==> config.mk <==
export PLATFORM = sky130hd
export DESIGN_NAME = mem_arbiter
export DESIGN_NICKNAME = d
export VERILOG_FILES = /design/src/rtl/mem_arbiter.sv
export SDC_FILE = /design/constraint.sdc
export NUM_CORES = 1
export LEC_CHECK = 0
export ABC_AREA = 1
export CORE_MARGIN = 2
export CORE_UTILIZATION = 35
export CTS_CLUSTER_SIZE = 8
export DETAILED_ROUTE_END_ITERATION = 6
export PLACE_DENSITY_LB_ADDON = 0.08
export SLEW_MARGIN = 40
export SYNTH_ARGS = -nofsm -noshare
export SYNTH_HDL_FRONTEND = slang
export SYNTH_SLANG_ARGS = --single-unit
==> constraint.sdc <==
create_clock -name clk -period 1.85 [get_ports clk]
set_clock_uncertainty 0.15 [all_clocks]
set_input_delay 0.185 -clock clk [delete_from_list [all_inputs] [get_ports clk]]
set_output_delay 0.185 -clock clk [all_outputs]
set_load 0.05 [all_outputs]
==> src/rtl/mem_arbiter.sv <==
// mem_arbiter: shares one SRAM between an instruction-fetch port and a load/store port.
//   Ports:
//     clk, rst (asynchronous, active-low)
//     if_req_i, if_addr_i                     -> if_data_o, if_ack_o
//     mem_req_i, mem_we_i, mem_addr_i,
//     mem_wdata_i, mem_sel_i                  -> mem_rdata_o, mem_ack_o
//     sram_data_i                             -> sram_addr_o, sram_data_o, sram_we_o, sram_sel_o, sram_ce_o
//     stallreq_o: pipeline stall while either port has an un-acked request
//   Parameter WAIT_CYCLES (1..15): SRAM cycles per transfer.
//   Macro MEM_ARB_RR_EN: defined -> round-robin on contention; undefined -> load/store always wins.
module mem_arbiter #(
    parameter int WAIT_CYCLES = 2
) (
    input  logic        clk,
    input  logic        rst,
    input  logic        if_req_i,
    input  logic [31:0] if_addr_i,
    output logic [31:0] if_data_o,
    output logic        if_ack_o,
    input  logic        mem_req_i,
    input  logic        mem_we_i,
    input  logic [31:0] mem_addr_i,
    input  logic [31:0] mem_wdata_i,
    input  logic [3:0]  mem_sel_i,
    output logic [31:0] mem_rdata_o,
    output logic        mem_ack_o,
    input  logic [31:0] sram_data_i,
    output logic [31:0] sram_addr_o,
    output logic [31:0] sram_data_o,
    output logic        sram_we_o,
    output logic [3:0]  sram_sel_o,
    output logic        sram_ce_o,
    output logic        stallreq_o
);
    typedef enum logic [1:0] {IDLE, BUSY, ACK} state_t;
    localparam logic [3:0] CNT_INIT = 4'(WAIT_CYCLES - 1);
    state_t      state_q, state_d;
    logic [3:0]  cnt_q, cnt_d;
    logic        gnt_mem_q, gnt_mem_d;
    logic        we_q, we_d;
    logic [31:0] addr_q, addr_d;
    logic [31:0] wdata_q, wdata_d;
    logic [3:0]  sel_q, sel_d;
    logic [31:0] if_data_q, if_data_d;
    logic [31:0] mem_rdata_q, mem_rdata_d;
    logic        any_req, pick_mem, grant;
    assign any_req = if_req_i | mem_req_i;
    assign grant   = (state_q == IDLE) & any_req;
`ifdef MEM_ARB_RR_EN
    // last_mem_q: 1 when the most recent grant went to load/store
    logic last_mem_q, last_mem_d;
    assign pick_mem   = mem_req_i & ~(if_req_i & last_mem_q);
    assign last_mem_d = grant ? pick_mem : last_mem_q;
    always_ff @(posedge clk or negedge rst) begin
        if (!rst) last_mem_q <= 1'b0;
        else      last_mem_q <= last_mem_d;
    end
`else
    assign pick_mem = mem_req_i;
`endif
    always_comb begin
        state_d     = state_q;
        cnt_d       = cnt_q;
        gnt_mem_d   = gnt_mem_q;
        we_d        = we_q;
        addr_d      = addr_q;
        wdata_d     = wdata_q;
        sel_d       = sel_q;
        if_data_d   = if_data_q;
        mem_rdata_d = mem_rdata_q;
        case (state_q)
            IDLE: begin
                if (any_req) begin
                    state_d   = BUSY;
                    cnt_d     = CNT_INIT;
                    gnt_mem_d = pick_mem;
                    we_d      = pick_mem & mem_we_i;
                    addr_d    = pick_mem ? mem_addr_i : if_addr_i;
                    wdata_d   = pick_mem ? mem_wdata_i : 32'h0;
                    sel_d     = pick_mem ? mem_sel_i : 4'hF;
                end
            end
            BUSY: begin
                state_d = (cnt_q == 4'd0) ? ACK : BUSY;
                cnt_d   = (cnt_q == 4'd0) ? 4'd0 : cnt_q - 4'd1;
                if (cnt_q == 4'd0) begin
                    // stores complete without touching the load-data register
                    mem_rdata_d = (gnt_mem_q & ~we_q) ? sram_data_i : mem_rdata_q;
                    if_data_d   = gnt_mem_q ? if_data_q : sram_data_i;
                end
            end
            ACK:     state_d = IDLE;
            default: state_d = IDLE;
        endcase
    end
    always_ff @(posedge clk or negedge rst) begin
        if (!rst) begin
            state_q     <= IDLE;
            cnt_q       <= 4'd0;
            gnt_mem_q   <= 1'b0;
            we_q        <= 1'b0;
            addr_q      <= 32'h0;
            wdata_q     <= 32'h0;
            sel_q       <= 4'h0;
            if_data_q   <= 32'h0;
            mem_rdata_q <= 32'h0;
        end else begin
            state_q     <= state_d;
            cnt_q       <= cnt_d;
            gnt_mem_q   <= gnt_mem_d;
            we_q        <= we_d;
            addr_q      <= addr_d;
            wdata_q     <= wdata_d;
            sel_q       <= sel_d;
            if_data_q   <= if_data_d;
            mem_rdata_q <= mem_rdata_d;
        end
    end
    assign sram_ce_o   = state_q == BUSY;
    assign sram_we_o   = sram_ce_o & we_q;
    assign sram_addr_o = addr_q;
    assign sram_data_o = wdata_q;
    assign sram_sel_o  = sel_q;
    assign if_data_o   = if_data_q;
    assign mem_rdata_o = mem_rdata_q;
    assign if_ack_o    = (state_q == ACK) & ~gnt_mem_q;
    assign mem_ack_o   = (state_q == ACK) & gnt_mem_q;
    assign stallreq_o  = (if_req_i & ~if_ack_o) | (mem_req_i & ~mem_ack_o);
endmodule

* Word-level counts from Yosys, hierarchy flattened
Index checks and enable logic that the tools add are counted.
** Cells by class
- Mux-type cells :: 9
- Reduce and logical (&&, ||, !) cells :: 7
- Equal/unequal tests :: 3
- $add $sub $neg :: 1
- Bitwise gates (word level) :: 13
** Operators with widths (number)
- $mux 32 :: 2
- $mux 4 :: 3
- $pmux 4 s2 :: 1
- $and 1x1->1 :: 7
- $reduce_and 3->1 :: 2
- $logic_not 4->1 :: 1
- $mux 2 :: 2
- $not 1->1 :: 4
- $pmux 2 s2 :: 1
- $reduce_and 2->1 :: 2
- $sub 4x1->4 const B :: 1
- $eq 2x1->1 const B :: 1
- $eq 2x2->1 const B :: 1
- $logic_not 2->1 :: 1
- $ne 2x2->1 const B :: 1
- $or 1x1->1 :: 2
- $reduce_bool 2->1 :: 1
** Word-level totals
- Output and inout bits :: 137
- Logic and storage cells :: 42
- Bits of input ports :: 137
- Bits in registers :: 140

* Longest topological paths before layout
- Word-level depth :: 5
- Mapped depth :: 8

* Least setup slack after synthesis
OpenSTA, ideal clock, no wires.
- Kind :: register to output
- Start point :: register state_q[0]
- End point :: output port stallreq_o
- Data required time :: 1.515 ns
- Slack :: -0.418 ns
- Arrival :: 1.933 ns
- Stages on the path, launching flop included :: 5
- Path through :: dfrtp_1 > inv_1 > nand2_1 > nor2_1 > o21ai_0
** Between the ends
- Word-level cells in the longest chain between the ends :: 5
- Elaborated cells between the ends (all ways) :: 8
- Classes of those cells :: eq/ne: 1; bitwise: 7
** RTL lines
- from (decl) :: line 37 : state_t state_q, state_d;
- from (signal assigned) :: line 108 : state_q <= state_d;
- $eq 2x2->1 :: line 127 : assign mem_ack_o = (state_q == ACK) & gnt_mem_q;
- $and 1x1->1 :: line 127
- net mem_ack_o :: line 26 : output logic mem_ack_o,
- $not 1->1 :: line 128 : assign stallreq_o = (if_req_i & ~if_ack_o) | (mem_req_i & ~mem_ack_o);
- $and 1x1->1 :: line 128
- $or 1x1->1 :: line 128
- to (decl) :: line 33 : output logic stallreq_o
The timed path passes the listed nets, and every way through them passes these cells.

* Worst setup path after layout
- Start point :: register state_q[1]
- End point :: output port sram_we_o
** Between the ends
- Word-level cells in the longest chain between the ends :: 2
** RTL lines
- $eq 2x1->1 :: line 119 : assign sram_ce_o = state_q == BUSY;
- $and 1x1->1 :: line 120 : assign sram_we_o = sram_ce_o & we_q;
- to (decl) :: line 30 : output logic sram_we_o,
No other way between the ends.

==> results.txt <==
* Sink count of the clock tree: 140
- At the pin with the least slew margin, the transition time is 0.6487 ns.
- Hold Path Class: input port to async pin
- Layout cells sized above 1: 14.24%
* Path depth of the worst reg2reg path: 8
- The worst path uses 95.23% of the clock period.
* Root Driver: sky130_fd_sc_hd__clkbuf_16
* Mux cell area share after synthesis: 0%
* Maximum level of the CTS H-tree: 4
- Summed over all nets, the switching power comes to 10.13 mW.
- Overall power of the completed layout: 19.94 mW
- Number of non-filler instances in the completed layout: 1231
- Critical Path Max Stage Delay: 0.41 ns
* Overall die width: 134.5 um
* Pleak: 4.961 nW
- Number of instances in the synthesized netlist: 731
- The number of clock buffers added by TritonCTS is 17.
- Worst setup path class: flip-flop to output pin
- Per report_power, the combinational group accounts for 55.3% of the total.
- For this block, the initial DRC count from the detailed router was 337.
- Maximum Capacitance Violations: 0
- Net Count, Synth: 870
* Post-Syn Area per Cell: 8.151 um^2
- Maximum number of pins on one net before global-route repair: 63
* Post-detail-place hpwl: 12.12 mm
- Of the total power, the share spent switching nets is 50.79%.
- Once detail routing completed, the nets flagged for antenna violations numbered 0.
* Longest Clk Path Bufs: 2
- Routed len/inst: 14.45 um
- Capturing element type of the critical path: output pin
- Antenna fix cells: 0
- RSZ-0062 raised after global routing: no
- Period minus WS final: 1.762 ns
- The critical path crosses 4 cells after its start point.
- Yosys printed 0 warnings.
- In this run the tightest slew margin relative to its limit is 56.69%.
* Final worst slack: 0.08830 ns
- Post-Place Setup Slack: 0.05553 ns
* Post-synth design cell area: 5958 um^2
* Clock network fraction of total power: 18.1%
- CTS tree: built
- The worst setup path is launched from a flip-flop.
- The final max-slew violation count came to 0.
- Aggregate routed wire length: 17.79 mm
- Sequential share of the synthesized area: 58.80%
- Number of placement rows: 47
* Run status: complete, no violations
- Total routing usage reported by global routing: 20.03%
- Number of antenna violations at the first check in global routing: 0
* Highest achievable clock rate: 567.6 MHz
- The detailed router placed 5542 vias in this run.
- On the final layout, the worst hold slack is 0.1024 ns.
- In this run the standard cell core region covers 16580 um^2.
* Area grow syn2layout: 57.66%
* Xor/xnor cell area share of the yosys netlist: 0.1470%
- Worst voltage drop across the vdd grid: 1.021 mV
* Arrival time of data at the critical path endpoint: 1.43 ns
* Fraction of the core area covered by cells at the end of the flow: 56.65%
- Die outline area: 18080 um^2
- Final global-route overflow total: 0
* Area fraction in and, or, nand and nor cells after synthesis: 35.26%
* Cell Int Power: 9.812 mW
- The first detailed-routing pass took 6 iterations.
* Number of hold-slack violations in the final timing report: 0
- Buffers on Ports: 273
- Sum of negative setup slack: 0 ns
* Pwr Density: 2123 nW/um^2
- The synthesized netlist contains 19 unique library cells.
* Post-placement cell count: 1197
* Crit path cell chain: inv_1 > nand2_2 > nor2_1 > buf_12
- The number of global-route vias before repair came to 5412.
- Setup-violating endpoint count in the final report: 0
- With fillers left out, the area of the finished cells amounts to 9394 um^2.
- Once the clock tree was built, the setup fixing pass inserted 0 buffers.
- The synthesized netlist devotes 0.8190% of its cell area to compound gates.
- Using the TritonRoute via totals, the vias-per-cell ratio works out to 4.502.
- Wire length of the first global-routing pass: 28.46 mm
* Clk slew on worst S/H paths: 0.06 ns
- Ports placed on the boundary: 274
- Remaining routing DRC violations: 0
* Dominant combinational cell family by area after synthesis: simple AND/OR/NAND/NOR gates
* Sequential Power Share: 26.6%
- At the later pin of the worst-skew pair, clock insertion delay measures 0.42 ns.
- In this run the vertical extent of the chip is 134.5 um.
- Summing all multi-input logic gate instances after layout gives 2205 um^2.
- Initial Utilization: 35.93%
- Sequential standard cell area: 3503 um^2
- Worst path bufs/invs: 2
- Among all stages on the critical path, the largest delay is contributed by sky130_fd_sc_hd__dfrtp_1.
* Dominant delay contributor by cell family on the critical path: flip-flops
- Number of nets in the final layout: 1137
* Filler cell count in the final layout: 1589
- Of all nets on the critical path, the largest fanout is 8.
* Area after detailed placement: 8812 um^2
- Data required time at the worst endpoint: 1.51 ns
- After synthesis the netlist holds a flip-flop and latch count of 140.
- The congestion estimate from routability-driven global placement came to 0.7806.
- After Yosys synthesis, full adders, half adders and majority gates account for 0.4200% of the synthesized area.
cells in the mapped netlist:
cell type | number | area share (%)
sky130_fd_sc_hd__xor2_1 | 1 | 0.15
sky130_fd_sc_hd__nand2_2 | 1 | 0.11
sky130_fd_sc_hd__inv_2 | 3 | 0.19
sky130_fd_sc_hd__nor2_2 | 1 | 0.11
sky130_fd_sc_hd__buf_1 | 1 | 0.063
sky130_fd_sc_hd__nor2_1 | 19 | 1.2
sky130_fd_sc_hd__buf_4 | 10 | 1.3
sky130_fd_sc_hd__o21ai_0 | 5 | 0.42
sky130_fd_sc_hd__nand2_1 | 397 | 25
sky130_fd_sc_hd__dfrtp_1 | 140 | 59
sky130_fd_sc_hd__inv_1 | 10 | 0.63
sky130_fd_sc_hd__a21oi_1 | 1 | 0.084
sky130_fd_sc_hd__o21ai_2 | 1 | 0.15
sky130_fd_sc_hd__nand3_1 | 103 | 8.7
sky130_fd_sc_hd__ha_1 | 2 | 0.42
sky130_fd_sc_hd__o21ai_1 | 2 | 0.17
sky130_fd_sc_hd__nor2_4 | 1 | 0.19
sky130_fd_sc_hd__buf_2 | 16 | 1.3
sky130_fd_sc_hd__clkbuf_1 | 17 | 1.1
sequential cells by signal, indices dropped and copies added, names as in the netlist:
name         flops
if_data_o       32
mem_rdata_o     32
sram_addr_o     32
sram_data_o     32
cnt_q            4
sram_sel_o       4
state_q          2
gnt_mem_q        1
we_q             1
metal layers:
metal  GRT usage, %  vias up  part of all wire, %
met2          32.40      171                   49
met5              0        -                    0
li1               -     2818                    -
met3          5.706       16                  7.1
met4          5.731        0                  1.3
met1          26.43     2537                   43
kinds of logic (layout without fill, tap and decap cells):
family / count (synthesis) / after routing
compound gates: 9 / 9
xor+xnor: 1 / 1
fa+ha+maj: 2 / 2
buf+inv: 57 / 337
flops: 140 / 140
simple gates: 522 / 522
cell usage in the layout (no fill, tap or decap), types with 2 or more instances in the layout:
cell / synthesis / routed
sky130_fd_sc_hd__buf_12: 0 / 11
sky130_fd_sc_hd__buf_4: 10 / 90
sky130_fd_sc_hd__bufinv_16: 0 / 4
sky130_fd_sc_hd__clkbuf_16: 0 / 17
sky130_fd_sc_hd__clkdlybuf4s50_1: 0 / 134
sky130_fd_sc_hd__clkinv_2: 0 / 3
sky130_fd_sc_hd__clkinv_4: 0 / 5
sky130_fd_sc_hd__dfrtp_1: 140 / 140
sky130_fd_sc_hd__dlygate4sd2_1: 0 / 53
sky130_fd_sc_hd__dlygate4sd3_1: 0 / 2
sky130_fd_sc_hd__ha_1: 2 / 2
sky130_fd_sc_hd__inv_1: 10 / 10
sky130_fd_sc_hd__inv_2: 3 / 3
sky130_fd_sc_hd__nand2_1: 397 / 397
sky130_fd_sc_hd__nand3_1: 103 / 103
sky130_fd_sc_hd__nor2_1: 19 / 17
sky130_fd_sc_hd__nor2_2: 1 / 2
sky130_fd_sc_hd__nor2_4: 1 / 2
sky130_fd_sc_hd__o21ai_0: 5 / 3
sky130_fd_sc_hd__o21ai_1: 2 / 3
what timing repair did:
action	CTS	global route
hold buffers	2	0
pin swaps	0	0
endpoints found under the hold margin	142	0
gates resized for setup	53	2
endpoints found under the setup margin	53	1
cell type report:
class,count,share of cell area [%]
clock inverters,14,2.078
clock buffers,18,4.568
multi-input cells,534,23.47
repair buffers,292,29.14
well taps,220,2.930
flip-flops and latches,140,37.29
inverters,13,0.5194
path summary, 6_finish.rpt:
| kind | from | end | slack (ns) |
|---|---|---|---|
| min | rst | sram_addr_o[19]$_DFFE_PN0P_ | 0.10 |
| max | state_q[1]$_DFFE_PN0P_ | sram_we_o | 0.09 |
| min in group clk | mem_wdata_i[17] | sram_data_o[17]$_DFFE_PN0P_ | 0.16 |
| max reg2reg | cnt_q[1]$_DFFE_PN0P_ | if_data_o[4]$_DFFE_PN0P_ | 0.22 |
| min reg2reg | if_data_o[14]$_DFFE_PN0P_ | if_data_o[14]$_DFFE_PN0P_ | 0.31 |
| max in group asynchronous | rst | sram_addr_o[31]$_DFFE_PN0P_ | 0.85 |
power by group through the flow:
stage	clock network (mW)	logic (mW)	registers, mW
2_1_floorplan	0	2.79	10.1
5_1_grt	3.85	11.8	5.49
3_5_place_dp	0	11.6	5.34
3_3_place_gp	0	11.5	5.34
6_report	3.61	11.0	5.30
4_1_cts	3.70	11.2	5.30
Power figures use the tool's default switching activity.
